===== src/rtl/detector_jogada_if.sv =====
`default_nettype none
// ============================================================================
// Module      : detector_jogada_if
// Description : Signal bundle between the play detector and its environment.
//               master : drives habilita/botoes, observes the detector outputs
//               slave  : the detector itself
// Ports       : habilita      - a new play may be accepted
//               botoes[3:0]   - raw push-button levels, 1 = pressed
//               jogada_feita  - one-cycle pulse, accepted play
//               jogada[3:0]   - last accepted play (registered)
//               invalida      - one-cycle pulse, rejected multi-key press
//               db_tem_jogada - debug, a press is being processed
//               db_estado[2:0]- debug, current state code
// Revision    : 1.0 - initial release
// ============================================================================
interface detector_jogada_if;
    logic       habilita;
    logic [3:0] botoes;
    logic       jogada_feita;
    logic [3:0] jogada;
    logic       invalida;
    logic       db_tem_jogada;
    logic [2:0] db_estado;

    modport master (
        output habilita, botoes,
        input  jogada_feita, jogada, invalida, db_tem_jogada, db_estado
    );

    modport slave (
        input  habilita, botoes,
        output jogada_feita, jogada, invalida, db_tem_jogada, db_estado
    );
endinterface
`default_nettype wire


===== src/rtl/detector_jogada.sv =====
`default_nettype none
// ============================================================================
// Module      : detector_jogada
// Description : Debounces four raw push buttons and reports one play per
//               physical press. A press must be stable for N_DEB cycles to be
//               accepted and the buttons must then read all-zero for N_DEB
//               cycles before another press is considered.
// Parameters  : N_DEB - stable cycles needed to accept press/release (>= 2)
// Macro       : UNICA_TECLA_EN - when defined, presses with more than one key
//               are rejected with an invalida pulse instead of a play.
// Ports       : clock - system clock, rising edge
//               reset - synchronous, active-low
//               jog   - detector_jogada_if.slave (see interface header)
// Revision    : 1.0 - initial release
// ============================================================================
module detector_jogada #(
    parameter int N_DEB = 50000
) (
    input  logic             clock,
    input  logic             reset,
    detector_jogada_if.slave jog
);

    // Smallest width that holds N_DEB-1.
    localparam int CNT_W = $clog2(N_DEB);
    localparam logic [CNT_W-1:0] c_cnt_max = CNT_W'(N_DEB - 1);
    localparam logic [CNT_W-1:0] c_cnt_one = CNT_W'(1);

    typedef enum logic [2:0] {
        ESPERA   = 3'd0,
        DEBOUNCE = 3'd1,
        EMITE    = 3'd2,
        SOLTA    = 3'd3
    } estado_t;

    estado_t          r_estado;
    estado_t          w_prox_estado;
    logic [3:0]       r_sinc_a;
    logic [3:0]       r_sinc_b;
    logic [CNT_W-1:0] r_cnt;
    logic [CNT_W-1:0] w_cnt;
    logic [3:0]       r_cand;
    logic [3:0]       w_cand;
    logic [3:0]       r_jogada;
    logic [3:0]       w_jogada;
    logic             w_feita;
    logic             w_invalida;

`ifdef UNICA_TECLA_EN
    // Clearing the lowest set bit leaves something only if 2+ bits are set.
    logic w_multi;
    assign w_multi = |(r_cand & (r_cand - 4'd1));
`endif

    // ------------------------------------------------------------------
    // State and datapath registers
    // ------------------------------------------------------------------
    always_ff @(posedge clock) begin
        if (!reset) begin
            r_sinc_a <= 4'd0;
            r_sinc_b <= 4'd0;
            r_estado <= ESPERA;
            r_cnt    <= '0;
            r_cand   <= 4'd0;
            r_jogada <= 4'd0;
        end else begin
            r_sinc_a <= jog.botoes;
            r_sinc_b <= r_sinc_a;
            r_estado <= w_prox_estado;
            r_cnt    <= w_cnt;
            r_cand   <= w_cand;
            r_jogada <= w_jogada;
        end
    end

    // ------------------------------------------------------------------
    // Next-state and output logic. Every transition clears the counter, so
    // it never needs to count past N_DEB-1.
    // ------------------------------------------------------------------
    always_comb begin
        w_prox_estado = r_estado;
        w_cnt         = r_cnt;
        w_cand        = r_cand;
        w_jogada      = r_jogada;
        w_feita       = 1'b0;
        w_invalida    = 1'b0;

        case (r_estado)
            ESPERA: begin
                if ((r_sinc_b != 4'd0) && jog.habilita) begin
                    w_cand        = r_sinc_b;
                    w_cnt         = '0;
                    w_prox_estado = DEBOUNCE;
                end
            end

            DEBOUNCE: begin
                if ((r_sinc_b != r_cand) || !jog.habilita) begin
                    w_cnt         = '0;
                    w_prox_estado = ESPERA;
                end else if (r_cnt == c_cnt_max) begin
                    w_cnt         = '0;
                    w_prox_estado = EMITE;
                end else begin
                    w_cnt = r_cnt + c_cnt_one;
                end
            end

            EMITE: begin
                w_cnt         = '0;
                w_prox_estado = SOLTA;
`ifdef UNICA_TECLA_EN
                if (w_multi) begin
                    w_invalida = 1'b1;
                end else begin
                    w_feita  = 1'b1;
                    w_jogada = r_cand;
                end
`else
                w_feita  = 1'b1;
                w_jogada = r_cand;
`endif
            end

            SOLTA: begin
                // Any key seen restarts the release count.
                if (r_sinc_b != 4'd0) begin
                    w_cnt = '0;
                end else if (r_cnt == c_cnt_max) begin
                    w_cnt         = '0;
                    w_prox_estado = ESPERA;
                end else begin
                    w_cnt = r_cnt + c_cnt_one;
                end
            end

            default: begin
                w_cnt         = '0;
                w_prox_estado = ESPERA;
            end
        endcase
    end

    assign jog.jogada_feita  = w_feita;
    assign jog.invalida      = w_invalida;
    assign jog.jogada        = r_jogada;
    assign jog.db_estado     = r_estado;
    assign jog.db_tem_jogada = (r_estado == DEBOUNCE) || (r_estado == EMITE) ||
                               (r_estado == SOLTA);

endmodule
`default_nettype wire


===== src/flat_wrapper.sv =====
// flat-port wrapper written by rule: the top's interface ports become plain ports
module detector_jogada_flat 
#(
    parameter int N_DEB = 50000
)
  (clock, reset, jog_habilita, jog_botoes, jog_jogada_feita, jog_jogada, jog_invalida, jog_db_tem_jogada, jog_db_estado);
  detector_jogada_if jog_i ();
  input  logic clock;
  input  logic reset;
  input wire logic [$bits(jog_i.habilita)-1:0] jog_habilita;
  input wire logic [$bits(jog_i.botoes)-1:0] jog_botoes;
  output wire logic [$bits(jog_i.jogada_feita)-1:0] jog_jogada_feita;
  output wire logic [$bits(jog_i.jogada)-1:0] jog_jogada;
  output wire logic [$bits(jog_i.invalida)-1:0] jog_invalida;
  output wire logic [$bits(jog_i.db_tem_jogada)-1:0] jog_db_tem_jogada;
  output wire logic [$bits(jog_i.db_estado)-1:0] jog_db_estado;
  assign jog_i.habilita = jog_habilita;
  assign jog_i.botoes = jog_botoes;
  assign jog_jogada_feita = jog_i.jogada_feita;
  assign jog_jogada = jog_i.jogada;
  assign jog_invalida = jog_i.invalida;
  assign jog_db_tem_jogada = jog_i.db_tem_jogada;
  assign jog_db_estado = jog_i.db_estado;
  detector_jogada #(.N_DEB(N_DEB)) u_core (.clock(clock), .reset(reset), .jog(jog_i));
endmodule

===== config.mk =====
export PLATFORM = sky130hd
export DESIGN_NAME = detector_jogada_flat
export DESIGN_NICKNAME = d
export VERILOG_FILES = /design/src/rtl/detector_jogada_if.sv /design/src/rtl/detector_jogada.sv /design/src/flat_wrapper.sv
export SDC_FILE = /design/constraint.sdc
export NUM_CORES = 1
export LEC_CHECK = 0
export BUFFER_PORTS_ARGS = -buffer_cell sky130_fd_sc_hd__buf_2
export CAP_MARGIN = 20
export CORE_MARGIN = 5
export CORE_UTILIZATION = 25
export CTS_BUF_LIST = sky130_fd_sc_hd__clkbuf_8
export CTS_CLUSTER_SIZE = 8
export DETAILED_ROUTE_END_ITERATION = 10
export PLACE_DENSITY_LB_ADDON = 0.12
export SYNTH_ARGS = -nofsm -noshare
export SYNTH_HDL_FRONTEND = slang
export SYNTH_SLANG_ARGS = --single-unit

===== constraint.sdc =====
create_clock -name clock -period 1.63 [get_ports clock]
set_input_delay 0.326 -clock clock [delete_from_list [all_inputs] [get_ports clock]]
set_output_delay 0.326 -clock clock [all_outputs]
set_load 0.005 [all_outputs]

==> flow_summary.yaml <==
route:
  wl_per_cell_um: 12.87
  route.detailed.drc: 0
  first_pass_iters: 4
  ant_nets: 0
  vias: 1419
  viasPerCell: 4.699
  routed_wl_mm: 3.888
  drt_iter0_markers: 62
synth:
  yosysSeqAreaShare_pct: 42.11
  postSynthCellCount: 177
  synthArstFlopShare_pct: 0
  synth-seq-cells: 34
  ys_warn_count: 0
  syn_area_um2: 1617
  ys.flop_type: "dfxtp_1"
  synth.avg_cell_area_um2: 9.133
  synth_cell_types: 39
  synth_edf_count: 0
place:
  io_buffers: 14
  dpl_cell_area_um2: 1976
  dp.cells: 289
  preCtsSetupSlack_ns: -0.09357
  gp_congestion: 0.7761
  dp_hpwl_mm: 2.749
worst_setup_path:
  crit_chain: "or3b_4 -> nor4_4 -> buf_4 -> nor2_4 -> a32o_1"
  crit_slowest_cell: "or3b_4"
  worstPathRequired_ns: 1.81
  worst-path-max-fanout: 5
  ff2ff_path_depth: 5
  startpoint_type: "flip-flop"
  r2r_end: "u_core.r_cnt[7]$_SDFFE_PN0N_"
  worstSetupEndpointType: "flip-flop"
  r2r_start: "u_core.r_cnt[5]$_SDFFE_PN0N_"
  worstSetupPathType: "flip-flop to flip-flop"
  reg2reg_slack_ns: -0.04
  worst_path_largest_cell_delay_ns: 0.41
  critPathArrivalTime_ns: 1.84
final_layout:
  utilization_pct: 34.80
  layout_common_cells: "buf_4 (33), dfxtp_1 (31), nand2_1 (22)"
  diodes: 0
  fin_cells: 302
  final_common_cell: "buf_4"
  final_cell_area_um2: 2197
  areaGrowthSynthToFinish_pct: 35.91
  drive_above_1_share_pct: 33.78
  final_nets: 232
worst_hold_path:
  hold_end: "u_core.r_sinc_a[0]$_SDFF_PN0_"
  hold_depth: 2
  hp-start: "jog_botoes[0]"
  hold_path_class: "primary input to flip-flop"
job:
  cap_violations: 0
global_routing:
  grt_use_total_pct: 9.986
  antenna_found_initial: 0
  grt_pass1_wl_mm: 6.582
  grt_pass1_vias: 1373
  grt_max_degree: 20
  gr-total-overflow: 0
timing:
  min_period_over_period_pct: 102.3
  skew_ns: 0.008222
  setup_viol: 7
  rsz0062_at_grt: "yes"
  drv_slew: 0
  timing.fmax_mhz: 599.8
  setup_ws_ns: -0.03727
  finalSetupTns_ns: -0.1494
  period_needed_ns: 1.667
  hold_violations: 0
  whs_ns: 0.2451
power:
  peakVddDrop_mv: 0.3436
  p_leak_nw: 0.9425
  p_per_area_nw_per_um2: 877.7
  power_mw: 1.928
cts:
  clk_latency_ns: 0.29
  root_buffer: "clkbuf_8"
  cts_tree: "built"
  postCtsHoldBufs: 0
  clkTransAtPathRegs_ns: 0.07
  numClockSinks: 34
  cts-buffers-inserted: 5
  h-tree-depth: 2
  cts.path.max_buffers: 2
die:
  core-area_um2: 6314
  die-area_um2: 8174
  die_y_um: 90.41
  die_w_um: 90.41
  boundaryPins: 17
  num_rows: 29
  initial_core_util_pct: 25.60
status:
  status: "finished with violations"
  violations: "setup timing"
==> worst max-delay path: cells and delay by family (launching register included) <==
| kind | cells | cell delay [ns] |
|---|---|---|
| simple gates | 3 | 0.80 |
| buf+inv | 1 | 0.20 |
| flops | 1 | 0.32 |
| compound gates | 1 | 0.24 |
==> synth_stat cells (2+ instances only) <==
library cell | count | area share (%)
nor2_1 | 4 | 0.93
clkbuf_1 | 5 | 1.2
xnor2_1 | 9 | 4.9
o21ai_0 | 3 | 0.93
buf_2 | 2 | 0.62
nand4_1 | 7 | 2.7
nor4_1 | 4 | 1.5
inv_1 | 4 | 0.93
and3_1 | 3 | 1.2
a32o_1 | 6 | 3.7
o211ai_2 | 2 | 1.5
xor2_1 | 2 | 1.1
o31a_1 | 2 | 1.1
nand3_1 | 15 | 4.6
o211ai_1 | 4 | 1.9
dfxtp_1 | 34 | 42
nor2b_1 | 9 | 3.5
nor3_1 | 3 | 0.93
nand2_1 | 23 | 5.3
mux2i_1 | 8 | 5.0
nand2b_1 | 2 | 0.77
and2_1 | 8 | 3.1
buf_4 | 2 | 0.93
==> report_power, final <==
part           switching [mW]  internal (mW)
clock                   0.320          0.613
sequential            0.00728          0.843
combinational          0.0759         0.0685
total                   0.404           1.52
==> how the worst max path moves through the flow <==
stage | start | end | slack (ns) | cells past startpoint
final | u_core.r_cnt[5]$_SDFFE_PN0N_ | u_core.r_cnt[7]$_SDFFE_PN0N_ | -0.04 | 5
after global routing | u_core.r_cnt[10]$_SDFFE_PN0N_ | u_core.r_cnt[5]$_SDFFE_PN0N_ | -0.12 | 5
after CTS | u_core.r_cnt[10]$_SDFFE_PN0N_ | u_core.r_cnt[2]$_SDFFE_PN0N_ | -0.03 | 5
after detailed placement | u_core.r_sinc_b[1]$_SDFF_PN0_ | u_core.r_cnt[7]$_SDFFE_PN0N_ | -0.09 | 6
after global placement | u_core.r_sinc_b[1]$_SDFF_PN0_ | u_core.r_cnt[0]$_SDFFE_PN0N_ | -0.08 | 7
after floorplan | u_core.r_cnt[5]$_SDFFE_PN0N_ | u_core.r_cnt[10]$_SDFFE_PN0N_ | 0.01 | 6
==> sequential cells by signal (all words and copies together) (netlist names) <==
name                  count
u_core.jog.db_estado      2
u_core.r_cand             4
u_core.r_sinc_a           4
u_core.jog.jogada         4
u_core.r_cnt             16
u_core.r_sinc_b           4
==> logic make-up (layout without fill, tap and decap cells) <==
family	Yosys count	after routing	share of synthesized area, %
AO/OA/AOI/OAI	22	22	11.92
XOR/XNOR	11	11	5.960
buffers and inverters	15	60	4.643
AND/OR/NAND/NOR	85	87	29.41
multiplexers	8	8	4.954
flip-flops	34	34	42.11
other	1	2	0.2320
adder cells (fa/ha/maj)	1	1	0.7739
==> area by class of cell <==
cell class	instances	area, µm²
clock buffer	5	68.82
clock inverter	3	68.82
fill	666	4116
inverter	4	15.01
multi-input combinational	131	925.9
sequential	34	684.4
tap	77	96.34
timing repair buffer	48	337.8
==> per-layer routing <==
metal	global-route usage (%)	share of wire (%)
met4	4.467	2.1
met1	12.80	49
met2	15.49	45
met5	0	0
met3	2.833	3.2
==> repair_timing <==
item,4_1_cts,5_1_grt
hold endpoints to repair,0,0
pin swaps,1,5
setup buffers,2,1
gates cloned,2,0
setup endpoints to repair,20,21
resized for setup,4,8
Power figures use the tool's default switching activity.
